<file path="src/rtl/ysyx_22041207_lsu.sv">
// Load/store unit for the ME stage: freezes the pipeline while a single
// request/response bus transaction is outstanding, aligns store data and masks
// to the 8-byte bus word, and extracts/extends load data from the response.
// Optional build macro YSYX_22041207_LSU_MISALIGN_CHECK_EN: misaligned accesses
// skip the bus and complete with lsu_err=1.
module ysyx_22041207_lsu #(
    parameter int unsigned RESP_WAIT_MAX = 0
) (
    input  logic        clk,
    input  logic        rst_n,
    input  logic        ex_valid,
    input  logic        ex_ren,
    input  logic [7:0]  ex_wmask,
    input  logic [63:0] ex_addr,
    input  logic [63:0] ex_wdata,
    input  logic [3:0]  ex_readNum,
    input  logic        ex_sext,
    output logic        lsu_stall,
    output logic        lsu_done,
    output logic [63:0] lsu_rdata,
    output logic        lsu_err,
    output logic        mem_req_valid,
    input  logic        mem_req_ready,
    output logic [63:0] mem_req_addr,
    output logic        mem_req_wen,
    output logic [63:0] mem_req_wdata,
    output logic [7:0]  mem_req_wmask,
    input  logic        mem_resp_valid,
    input  logic [63:0] mem_resp_data
);

    typedef enum logic [1:0] {StIdle, StReq, StWait, StDone} state_e;

    state_e      state_q, state_d;
    logic [63:0] addr_q, wdata_q, rdata_q, rdata_d;
    logic [7:0]  wmask_q;
    logic        wen_q, sext_q, err_q, err_d;
    logic [2:0]  off_q;
    logic [3:0]  size_q;
    logic [31:0] cnt_q, cnt_d;

    logic        access, is_store, misalign, load_req;
    logic [2:0]  off;
    logic [3:0]  size;
    logic [63:0] shifted, load_data;

    assign access   = ex_valid & (ex_ren | (ex_wmask != 8'h00));
    assign is_store = ex_wmask != 8'h00;
    assign off      = ex_addr[2:0];

    // Normalise the load size; anything other than 1/2/4 is a doubleword
    always_comb begin
        unique case (ex_readNum)
            4'd1, 4'd2, 4'd4: size = ex_readNum;
            default:          size = 4'd8;
        endcase
    end

`ifdef YSYX_22041207_LSU_MISALIGN_CHECK_EN
    logic [3:0] acc_size;

    // Stores take their size from the contiguous byte mask
    always_comb begin
        acc_size = size;
        if (is_store) begin
            unique case (ex_wmask)
                8'h01:   acc_size = 4'd1;
                8'h03:   acc_size = 4'd2;
                8'h0f:   acc_size = 4'd4;
                default: acc_size = 4'd8;
            endcase
        end
        misalign = (({1'b0, off} + acc_size) > 4'd8) |
                   ((off & (acc_size[2:0] - 3'd1)) != 3'd0);
    end
`else
    assign misalign = 1'b0;
`endif

    // Bring the addressed bytes down to bit 0 and extend to 64 bits
    always_comb begin
        shifted = mem_resp_data >> {off_q, 3'b000};
        unique case (size_q)
            4'd1:    load_data = sext_q ? {{56{shifted[7]}}, shifted[7:0]}
                                        : {56'h0, shifted[7:0]};
            4'd2:    load_data = sext_q ? {{48{shifted[15]}}, shifted[15:0]}
                                        : {48'h0, shifted[15:0]};
            4'd4:    load_data = sext_q ? {{32{shifted[31]}}, shifted[31:0]}
                                        : {32'h0, shifted[31:0]};
            default: load_data = shifted;
        endcase
    end

    // Next-state, timeout counter and result selection
    always_comb begin
        state_d       = state_q;
        cnt_d         = cnt_q;
        rdata_d       = rdata_q;
        err_d         = err_q;
        load_req      = 1'b0;
        lsu_stall     = 1'b0;
        lsu_done      = 1'b0;
        mem_req_valid = 1'b0;
        unique case (state_q)
            StIdle: begin
                cnt_d = 32'd0;
                if (access) begin
                    lsu_stall = 1'b1;
                    if (misalign) begin
                        state_d = StDone;
                        rdata_d = 64'h0;
                        err_d   = 1'b1;
                    end else begin
                        load_req = 1'b1;
                        state_d  = StReq;
                    end
                end
            end
            StReq: begin
                lsu_stall     = 1'b1;
                mem_req_valid = 1'b1;
                if (mem_req_ready) begin
                    cnt_d = 32'd0;
                    if (mem_resp_valid) begin
                        state_d = StDone;
                        rdata_d = wen_q ? 64'h0 : load_data;
                        err_d   = 1'b0;
                    end else begin
                        state_d = StWait;
                    end
                end
            end
            StWait: begin
                lsu_stall = 1'b1;
                if (mem_resp_valid) begin
                    state_d = StDone;
                    rdata_d = wen_q ? 64'h0 : load_data;
                    err_d   = 1'b0;
                end else if ((RESP_WAIT_MAX != 0) && ((cnt_q + 32'd1) == RESP_WAIT_MAX)) begin
                    state_d = StDone;
                    rdata_d = 64'h0;
                    err_d   = 1'b1;
                end else begin
                    cnt_d = cnt_q + 32'd1;
                end
            end
            StDone: begin
                lsu_done = 1'b1;
                state_d  = StIdle;
            end
        endcase
    end

    // State, captured request payload and held result
    always_ff @(posedge clk or negedge rst_n) begin
        if (!rst_n) begin
            state_q <= StIdle;
            addr_q  <= 64'h0;
            wen_q   <= 1'b0;
            wdata_q <= 64'h0;
            wmask_q <= 8'h00;
            off_q   <= 3'd0;
            size_q  <= 4'd0;
            sext_q  <= 1'b0;
            rdata_q <= 64'h0;
            err_q   <= 1'b0;
            cnt_q   <= 32'd0;
        end else begin
            state_q <= state_d;
            rdata_q <= rdata_d;
            err_q   <= err_d;
            cnt_q   <= cnt_d;
            if (load_req) begin
                addr_q  <= {ex_addr[63:3], 3'b000};
                wen_q   <= is_store;
                wdata_q <= is_store ? (ex_wdata << {off, 3'b000}) : 64'h0;
                wmask_q <= ex_wmask << off;
                off_q   <= off;
                size_q  <= size;
                sext_q  <= ex_sext;
            end
        end
    end

    assign mem_req_addr  = addr_q;
    assign mem_req_wen   = wen_q;
    assign mem_req_wdata = wdata_q;
    assign mem_req_wmask = wmask_q;
    assign lsu_rdata     = rdata_q;
    assign lsu_err       = (state_q == StDone) & err_q;

endmodule

</file>
<file path="config.mk">
export PLATFORM = sky130hd
export DESIGN_NAME = ysyx_22041207_lsu
export DESIGN_NICKNAME = d
export VERILOG_FILES = /design/src/rtl/ysyx_22041207_lsu.sv
export SDC_FILE = /design/constraint.sdc
export NUM_CORES = 1
export LEC_CHECK = 0
export BUFFER_PORTS_ARGS = -buffer_cell sky130_fd_sc_hd__buf_2
export CAP_MARGIN = 25
export CELL_PAD_IN_SITES_DETAIL_PLACEMENT = 0
export CELL_PAD_IN_SITES_GLOBAL_PLACEMENT = 2
export CORE_ASPECT_RATIO = 0.8
export CORE_MARGIN = 5
export CORE_UTILIZATION = 33
export DETAILED_ROUTE_END_ITERATION = 8
export MAX_ROUTING_LAYER = met4
export PLACE_DENSITY_LB_ADDON = 0.1
export SLEW_MARGIN = 20
export SYNTH_ARGS = -nofsm -noshare
export SYNTH_HDL_FRONTEND = slang
export SYNTH_SLANG_ARGS = --single-unit
</file>
<file path="constraint.sdc">
create_clock -name clk -period 4.4 [get_ports clk]
set_input_delay 0.88 -clock clk [delete_from_list [all_inputs] [get_ports clk]]
set_output_delay 0.88 -clock clk [all_outputs]
set_load 0.1 [all_outputs]
</file>
==> impl.org, run 1 <==
** Place
- Total of buffers placed on input and output ports :: between 400 and 500
- Routability congestion estimate :: 0.950
- Post-detail-place hpwl :: approximately 37 mm

** Job
- Max cap viols :: 0

** Status
- Result of the run :: completed

** Worst setup path
- The worst setup path is captured at a primary output.
- Capture point of the worst reg-to-reg path :: lsu_rdata[13]
- The worst register-to-register path begins at off_q[0].
- Data on the critical path arrives at its endpoint at between 2000 and 2500 ps.
- Of all nets on the critical path, the largest fanout is 4.
- In this design, the largest share of critical-path delay is due to simple AND/OR/NAND/NOR gates.
- Logic depth of the worst register-to-register path :: 6
- Setup slack on the worst reg-to-reg path comes out at 1280 ps.
- Biggest cell delay along the critical path :: 600 ps
- Crit path top cell by count :: buf_2
- Worst path slowest cell :: or4_1
- The number of buffers and inverters on the critical path is 2.
- Startpoint type of the worst setup path :: input port
- CP Cell Sequence :: buf_2 > or4_1 > o311ai_4 > a21oi_1 > buf_2
- The critical path is of the input port to primary output type.
- Worst EP required :: between 3000 and 4000 ps

** Yosys
- Most common cell in the netlist :: dfrtp_1
- By area the synthesized netlist is led by dfrtp_1, mux2i_1, mux2_1.
- Seq/Total Area, Yosys :: 0.453
- Synthesis produced a netlist whose cell count is between 1,000 and 1,500.
- Of the post-synthesis cell area, the dominant cell type holds 0.453.
- Counting instances in the post-synthesis netlist gives the leading cell types as dfrtp_1, nand2_1, o21ai_0, mux2i_1, mux2_1.
- Measured against the total synthesized area, the mux share comes to 0.203.
- Of the total synthesized cell area, the portion taken by full adders, half adders and majority gates is 0.00544.
- Summing every instance area after synthesis gives 0.0115 mm2.
- The Yosys step of the flow raised 0 warnings.
- The synthesized netlist contains 57 unique library cells.
- Of all flip-flops after synthesis, the portion carrying an async set or reset was 1.00.
- Syn_area_per_cell :: around 11 um2
- Area fraction in and, or, nand and nor cells after synthesis :: 0.0937
- In the synthesized netlist the dominant register cell turns out to be dfrtp_1.
- By area, the combinational part of the netlist is dominated by multiplexers.
- After synthesis the netlist holds a flip-flop and latch count of roughly 210.
- Of all cell types, the one taking the most synthesized area is dfrtp_1.
- Number of synthesized flops with an enable pin :: 0
- Xor and xnor area share after synthesis :: 0.000762
- The compound-cell area share of the yosys netlist was 0.200.

** Die
- Overall die height :: 177 um
- The floorplan step defined a core boundary enclosing around 0.035 mm2.
- 416 I/O pins were placed.
- # rows :: 61
- Effective utilization at floorplan :: 0.332
- Die X-Extent :: 219 um
- The floorplan step defined a die boundary enclosing ~0.039 mm2.

** Clock tree
- TritonCTS clock tree :: yes
- Clock-pin slew was measured on the worst setup and hold paths at around 80 ps.
- The tree built by TritonCTS fans out to about 210 sinks.
- Clock buffers created by TritonCTS :: 25
- The clock passes through at most 3 buffers.
- After clock tree synthesis, the repair step resized 0 gates.
- The number of setup buffers added after CTS is 0.
- In this run, post-CTS hold repair placed 0 buffers.
- The tree is rooted in a clkbuf_16.
- The later pin in the worst-skew pair is clocked with a latency of about 540 ps.
- CTS built an H-tree with a depth of 1.

** STA
- Number of endpoints failing setup at the final stage :: 0
- Subtracting the final worst setup slack from the clock period gives approximately 3400 ps.
- RSZ-0062 raised after global routing :: no
- Measured against its own limit, the worst slew margin works out to 0.299.
- Timing would allow up to 0.296 GHz.
- Final Cycle Share :: 0.767
- Clock Skew :: 34.4 ps
- The max-slew violation count came to 0.
- Transition time of the tightest slew-check pin :: 1050 ps
- Setup TNS :: 0 ps
- The final count of hold timing violations is 0.

** Global route
- The first global-routing pass estimated roughly 69 mm of wire.
- The number of antenna violations at the first check in global routing is 10.
- Entering global routing, the biggest net connects 155 pins.
- Overall routing resource usage :: 0.245
- Global routing finished with a remaining overflow of 0.
- The via count of the first global-routing pass was 10,300.

** Finish
- Post-synthesis to final-layout area growth :: 27.7%
- Fraction of final layout cells with drive strength greater than 1 :: 0.366
- Net count, final :: approximately 1,700

** Detailed routing
- Antenna-violating nets left :: 0
- In the routed layout, each cell is associated on average with a via count of 5.30.
- For this block, the routed nets add up to just under 50 mm of wire.
- Number of design-rule violations left by the first detailed-router iteration :: around 1,000
- Remaining routing DRC violations :: 0
- In the final routed layout, each cell accounts on average for approximately 25 um.
- The routed layout has just over 10,000 vias.
- Detailed-router iteration count before antenna repair :: 5

** Worst hold path
- Worst min-delay path class :: input port to async pin
==> worst max path at each step <==
stage                      from         to  slack, ps  depth (start not counted)
finish              ex_wmask[4]  lsu_stall       1030                          5
global route        ex_wmask[4]  lsu_stall        990                          5
CTS                 ex_wmask[4]  lsu_stall       1020                          5
detailed placement  ex_wmask[4]  lsu_stall       1030                          5
global placement    ex_wmask[4]  lsu_stall       1020                          5
floorplan           ex_wmask[5]  lsu_stall        590                          5
==> cell usage in the layout (no fill, tap or decap), drive strengths merged, types with 8 or more instances in the layout <==
cell type	count
a211oi	33
a21oi	58
a221o	16
a22o	47
a32o	24
buf	427
clkbuf	33
dfrtp	208
diode	9
inv	12
mux2	102
mux2i	79
mux4	17
nand2	120
nand2b	14
nor2	43
nor2b	20
nor4	8
o21ai	122
o31ai	11
==> worst register-to-register path, stage by stage, from the launching register on <==
cell and delay [ps]:
dfrtp_2 720, buf_4 680, mux2i_1 330, a22o_1 290
nor4_1 580, o21ai_0 310, nand2_1 120
==> per-stage QoR <==
stage	cell area (um2)	setup slack, ps	hold slack (ps)	util	std cells
after global placement	13900	1020	459	0.401	1895
after global routing	14700	992	370	0.425	1947
after floorplan	11500	589	523	-	1094
final	14700	1030	330	0.425	1947
after CTS	14700	1020	342	0.424	1938
after detailed placement	13900	1030	466	0.401	1895
==> per-layer routing <==
metal | global-route usage | part of all wire | wire [um]
met3 | 0.0628 | 0.086 | 4140
met1 | 0.373 | 0.49 | 23400
met5 | - | 0 | 0
met2 | 0.326 | 0.41 | 19800
met4 | 0.0497 | 0.015 | 725
==> layout make-up <==
cell class / count / area (um2)
Multi-Input combinational cell: 778 / 5820
Inverter: 10 / 37.5
Sequential cell: 208 / 5210
Tap cell: 472 / 591
Antenna cell: 9 / 22.5
Fill cell: 3471 / 19900
Timing Repair Buffer: 427 / 2220
Clock buffer: 33 / 706
Clock inverter: 10 / 86.3
==> sequential cells by signal (all words and copies together), names as in the netlist <==
| name | cells |
|---|---|
| mem_req_addr | 61 |
| off_q | 3 |
| mem_req_wmask | 8 |
| state_q | 2 |
| mem_req_wen | 1 |
| sext_q | 1 |
| lsu_rdata | 64 |
| size_q | 4 |
| mem_req_wdata | 64 |
==> cell families (layout without fill, tap and decap cells) <==
group	after synthesis	count (layout)
mux	198	198
buf+inv	108	480
compound gates	342	342
fa+ha+maj	5	5
xor+xnor	1	1
other cells	1	13
simple gates	228	228
flops	208	208
Power of run 1 is left out: the tool's default activity adds up to more than one toggle a clock period on the data nets, which glitch-free logic cannot reach.
==> inputs of run 2 (changes only) <==
- CORE_UTILIZATION: 33 -> 27
- clock period: 4.4 -> 2.9 ns (I/O delays scaled with it)
==> run 2 against run 1 <==
  * Critical path depth did not move
  * Non-clock buffer count grew 45
  * Core utilization decreased by 6.4 points
  * Clock skew shrank 19 ps
  * Setup slack got worse by 900 ps
  * Via count grew 1.1%
==> impl.org, run 2 (synthesized netlist as in run 1, its figures left out) <==
** Clock tree
- Cts hold-fix bufs :: 1
- Root buffer cell :: clkbuf_16
- Post-cts sizing count :: 0
- Post-CTS timing repair inserted 0 buffers for setup.
- No sink is reached through more buffers than the 3 on the longest clock path.
- TritonCTS clock tree :: yes
- Clock sink count :: between 200 and 250
- H-tree depth :: 1
- Clock latency on the worst-skew pair, taken at its later pin, is 540 ps.
- Clock buffers created by TritonCTS :: 25
- After clock tree synthesis, the clock-pin slew on the worst setup and hold paths is 60 ps.

** STA
- Transition time of the tightest slew-check pin :: between 700 and 800 ps
- The routed design could run at a clock period as short as approximately 2800 ps.
- Based on the critical path, the design can be clocked at up to roughly 0.36 GHz.
- Count of pins over their slew limit :: 0
- Setup repair after global routing left no endpoint under its margin.
- Final Cycle Share :: 0.956
- Setup TNS :: 0 ps
- Clock skew on the completed layout was measured at about 15 ps.
- Normalized max-slew margin :: 0.473
- Number of endpoints failing setup at the final stage :: 0
- Hold violation total from the final report :: 0

** Worst setup path
- Maximum fanout count along the critical path :: 5
- Crit. End Element :: primary output
- Kind of cell adding the most delay to the critical path :: buffers and inverters
- For the worst setup path, the data required time is 2320 ps.
- Critical path class :: flop to primary output
- The worst setup path is launched from a flop.
- Worst path slowest cell :: buf_2
- Arrival time reported for the critical path endpoint :: roughly 2200 ps
- Traced cell by cell, the critical path runs through inv_1 > ha_1 > o311ai_4 > a21oi_2 > buf_2.
- Logic depth of the worst register-to-register path :: 5
- Biggest cell delay along the critical path :: 440 ps
- CP Depth :: 5
- The critical path contains buffers and inverters numbering 2 combined.

** Detailed routing
- Once detail routing completed, the nets flagged for antenna violations numbered 0.
- Remaining routing DRC violations :: 0
- Total via count after detailed routing :: roughly 10,000
- In the routed layout, each cell is associated on average with a via count of slightly above 5.
- Dividing the detail-routed wire length by the instance count gives ~25 um.
- The pre-antenna-repair detailed-routing pass consisted of 4 iterations.
- Number of design-rule violations left by the first detailed-router iteration :: approximately 720
- The routed design has 51.4 mm of wire.

** Finish
- The top cell types in the final layout, fill and taps aside, are buf_2, dfrtp_1, nand2_1.
- From synthesis to final layout, the design area changed by 32.0%.
- In the final layout, the share of cells above drive strength 1 is 0.387.
- The library cell used most frequently in the layout, excluding fill and tap cells, is buf_2.
- Net count, final :: ~1,700

** Global route
- Entering global routing, the biggest net connects 65 pins.
- Overall routing resource usage :: 0.219
- The number of antenna violations at the first check in global routing was 2.
- Vias in the first global route :: ~11,000
- The first global-routing pass estimated ~76 mm of wire.
- After global routing the overflow that remains totals 0.

** Job
- Max-cap violations in this run came to 0.

** Die
- Effective utilization at floorplan :: 0.274
- The die is between 150 and 200 um tall.
- For this design the top-level I/O count stands at approximately 420.
- Die X-Extent :: between 200 and 250 um
- Core box area :: 0.0420 mm2
- The die covers 0.0468 mm2.
- # rows :: 67

** Place
- Post-detail-place hpwl :: between 40 and 50 mm
- Routability congestion estimate :: between 0.8 and 0.9
- Total of buffers placed on input and output ports :: roughly 400

** Status
- Result of the run :: completed

** Worst hold path
- Worst min-delay path class :: input port to flop
- Hold Path Depth :: 2
run 2: changes by cell type in the layout (fill, tap and decap cells not counted), sizes merged, moves of 2 or more:
cell / change
diode: -7
clkbuf: -2
buf: +44
clkinv: +4
run 2: path summary, 6_finish.rpt:
check / startpoint / end / slack [ps]
min in group asynchronous: rst_n / mem_req_addr[17] / 530
hold reg to reg: lsu_rdata[63] / lsu_rdata[63] / 470
max in group asynchronous: rst_n / mem_req_addr[25] / 1640
hold / removal: ex_addr[17] / mem_req_addr[17] / 250
setup / recovery: state_q[0] / lsu_stall / 130
setup reg to reg: off_q[0] / lsu_rdata[44] / 390
run 2: metal layers:
layer | track usage | wire (um) | up-vias
met3 | 0.0489 | 3400 | 35
met1 | 0.333 | 25400 | 5217
met5 | - | 0 | -
met4 | 0.0307 | 675 | 0
met2 | 0.305 | 21900 | 320
li1 | - | - | 4868
run 2: stage by stage:
| stage | utilization | instance area [um2] | setup WS (ps) | hold slack, ps | cells |
|---|---|---|---|---|---|
| 2_1_floorplan | - | 11500 | 39.5 | 284 | 1094 |
| 3_3_place_gp | 0.341 | 14300 | 4.74 | 462 | 2019 |
| 5_1_grt | 0.361 | 15200 | 19.8 | 224 | 2067 |
| 3_5_place_dp | 0.341 | 14300 | -23.1 | 466 | 2019 |
| 6_report | 0.361 | 15200 | 127 | 253 | 2067 |
| 4_1_cts | 0.361 | 15200 | 53.7 | 222 | 2065 |
run 2: area by class of cell:
| cell class | count | area, um2 |
|---|---|---|
| clock inverter | 14 | 124 |
| multi-input combinational | 778 | 5820 |
| antenna | 2 | 5.00 |
| tap | 552 | 691 |
| inverter | 10 | 37.5 |
| timing repair buffer | 472 | 2590 |
| clock buffer | 31 | 688 |
| fill | 4335 | 26800 |
| sequential | 208 | 5210 |
Power of run 2 is left out for the same reason.
==> inputs of run 3 (changes only) <==
- ABC_AREA: unset -> 1
- CORE_UTILIZATION: 27 -> 24
==> run 3 against run 2 <==
  * Synthesized area is 7.3% higher
  * Sequential share of layout area shrank 1.8 points
  * Highest routed layer unchanged
  * Clock-buffer cell count rose by 5
==> impl.org, run 3 <==
** STA
- Timing-limited maximum frequency :: slightly above 0.4 GHz
- On the final layout, the worst clock skew is between 15 and 20 ps.
- The worst path needs 2490 ps of the cycle, external delays included.
- Normalized max-slew margin :: 0.357
- The max-slew violation count was 0.
- Final Cycle Share :: 0.858
- Final Worst Setup Slack :: around 410 ps
- Summed over all failing endpoints, the final setup total negative slack is 0 ps.
- Transition time of the tightest slew-check pin :: approximately 960 ps
- Number of endpoints failing setup at the final stage :: 0
- Hold violation total from the final report :: 0
- Setup repair after global routing left no endpoint under its margin.

** Finish
- The final layout contains 2,347 nets.
- The layout has 5,779 filler cells.
- Commonest cells after routing, fill and taps aside :: nand2_1, buf_2, dfrtp_1
- Of the cells placed in the final design, the portion with a size suffix greater than 1 is 0.248.
- Final core utilization :: 0.314
- The finished layout holds 2,845 standard cells, fillers aside.
- The area growth from synthesis to layout is 29.5%.
- The library cell used most frequently in the layout, excluding fill and tap cells, is nand2_1.

** Worst setup path
- Logic depth of the worst register-to-register path :: 9
- In this design, the stage delay of the slowest critical-path cell is about 730 ps.
- Counting stages on the worst path, the most repeated cell is inv_1.
- Arrival time reported for the critical path endpoint :: around 3000 ps
- The worst setup path is captured at a flop.
- In this run the worst path has a maximum fanout of 43.
- R2R Path Start :: state_q[1]
- Worst Setup SP :: state_q[1]
- Worst path slowest cell :: nor2_4
- Critical path class :: flop to flop
- Startpoint type of the worst setup path :: flop
- Walking the worst path, the cells encountered are inv_1 > ha_1 > inv_1 > or2_1 > o211ai_4 > nor2_4 > buf_4 > o211ai_1 > nand2_1.
- For the worst setup path, the data required time is ~3400 ps.

** Worst hold path
- Along the worst hold path, the cell count comes to 3.
- Worst min-delay path class :: input port to flop
- In this run the most critical hold path is launched from ex_addr[25].

** Yosys
- The synthesized design spends more area on one cell type than any other, namely dfrtp_1.
- Post-Syn Area :: ~0.012 mm2
- Counting flops and latches in the post-synthesis netlist gives approximately 210.
- For this run, asynchronously set or reset flops after synthesis account for 1.00.
- Each instance of the synthesized netlist takes up on average about 6.9 um2.
- Yosys mapped the design onto 43 distinct sky130hd cell types.
- Of the post-synthesis cell area, the dominant cell type holds 0.422.
- Most common flop cell mapped by yosys :: dfrtp_1
- Number of synthesized flops with an enable pin :: 0
- Yosys printed 0 warnings.
- Gate count of the mapped netlist :: about 1,800
- Most common cell in the netlist :: nand2_1
- By count the netlist is led by nand2_1, dfrtp_1, o21ai_0, nand3_1, inv_1.
- Seq/Total Area, Yosys :: 0.422
- Yosys attributes the largest share of cell area to dfrtp_1, nand2_1, o21ai_0.

** Die
- The floorplan has 74 rows.
- Overall die height :: 213 um
- The floorplan step set the die width to 263 um.
- Top-level I/O count :: around 420
- The initial utilization of the core area, before any placement, comes to 0.242.
- Area of the die :: 0.0561 mm2
- Core box area :: 0.0509 mm2

** Clock tree
- H-tree depth :: 1
- The number of clock buffers added by TritonCTS is 27.
- After clock tree synthesis, the clock-pin slew on the worst setup and hold paths is 60 ps.
- Worst-skew pair later-pin latency :: about 560 ps
- The root buffer cell chosen for the clock tree is clkbuf_16.
- Clock sink count :: approximately 210
- TritonCTS built the clock tree.
- Bufs on Longest Clock Path :: 3

** Global route
- Wire length of the first global-routing pass :: between 80 and 90 mm
- Entering global routing, the biggest net connects 116 pins.
- The via count of the first global-routing pass came to roughly 13,000.
- The number of antenna violations at the first check in global routing was 8.
- GR Overflow Total :: 0
- In the global route stage, overall resource usage came out at 0.199.

** Place
- Total of buffers placed on input and output ports :: between 400 and 500
- Detailed placement ended at an HPWL of about 42 mm.
- Post-place setup slack :: between 300 and 400 ps
- The congestion estimate from routability-driven global placement came to 0.836.
- Number of placed instances, taps included :: between 2,000 and 3,000

** Detailed routing
- Routed wire per std cell :: 19.9 um
- Via count normalized by instance count :: around 4.6
- Detailed routing inserted a total of approximately 13,000 vias.
- For this run, design rule violations remaining after detail routing come to 0.
- After detailed routing, the total wire length is 56.7 mm.
- The detailed router finished its first iteration with around 900 violations.
- The first TritonRoute pass finished after 5 iterations.
- Antenna-violating nets left :: 0

** Status
- The run finished with clean final reports.

** Job
- The tool flagged a number of max-cap violations equal to 0.
-- run 3: final timing paths --
check                                     to  slack, ps
max                             lsu_rdata[1]        410
min                         mem_req_addr[25]        220
max reg2reg                     lsu_rdata[1]        410
min reg2reg                 mem_req_addr[36]        470
max in group asynchronous  mem_req_wdata[42]       1480
min in group asynchronous  mem_req_wdata[59]        570
-- run 3: metal layers --
layer	up-vias	wire [um]	track usage
li1	6449	-	-
met1	6129	28200	0.291
met2	331	24100	0.286
met3	42	3570	0.0460
met4	0	858	0.0303
met5	-	0	-
-- run 3: logic make-up after synthesis --
family | Yosys count | synth area share
flops | 208 | 0.422
mux | 1 | 0.000811
simple gates | 1019 | 0.338
compound gates | 326 | 0.149
other cells | 1 | 0.000304
fa+ha+maj | 5 | 0.00507
buf+inv | 224 | 0.0842
-- run 3: worst max-delay path: cells and delay by family (launching register included) --
family / cells / cell delay, ps
adders and majority gates: 1 / 250
AOI/OAI and AO/OA: 2 / 230
DFF: 1 / 380
buffers and inverters: 3 / 580
and+or+nand+nor: 3 / 970
-- run 3: per-stage QoR --
stage / hold slack, ps / cell area, um2
3_5_place_dp: 459 / 15000
4_1_cts: 177 / 16000
6_report: 217 / 16000
2_1_floorplan: 284 / 12400
3_3_place_gp: 457 / 15000
5_1_grt: 192 / 16000
-- run 3: timing repair --
action                    in CTS  in global routing
setup buffers                  0                  0
hold buffers                   1                  0
hold endpoints to repair      12                  0
gates resized for setup        0                  0
-- run 3: cell type report --
| class | count | area [um2] | share of cell area |
|---|---|---|---|
| Clock inverter | 14 | 184 | 0.0115 |
| Tap cell | 684 | 856 | 0.0536 |
| Timing Repair Buffer | 450 | 2480 | 0.155 |
| Antenna cell | 9 | 22.5 | 0.00141 |
| Sequential cell | 208 | 5210 | 0.326 |
| Multi-Input combinational cell | 1355 | 6120 | 0.383 |
| Clock buffer | 36 | 769 | 0.0482 |
| Inverter | 89 | 337 | 0.0211 |
Power of run 3 is left out for the same reason.
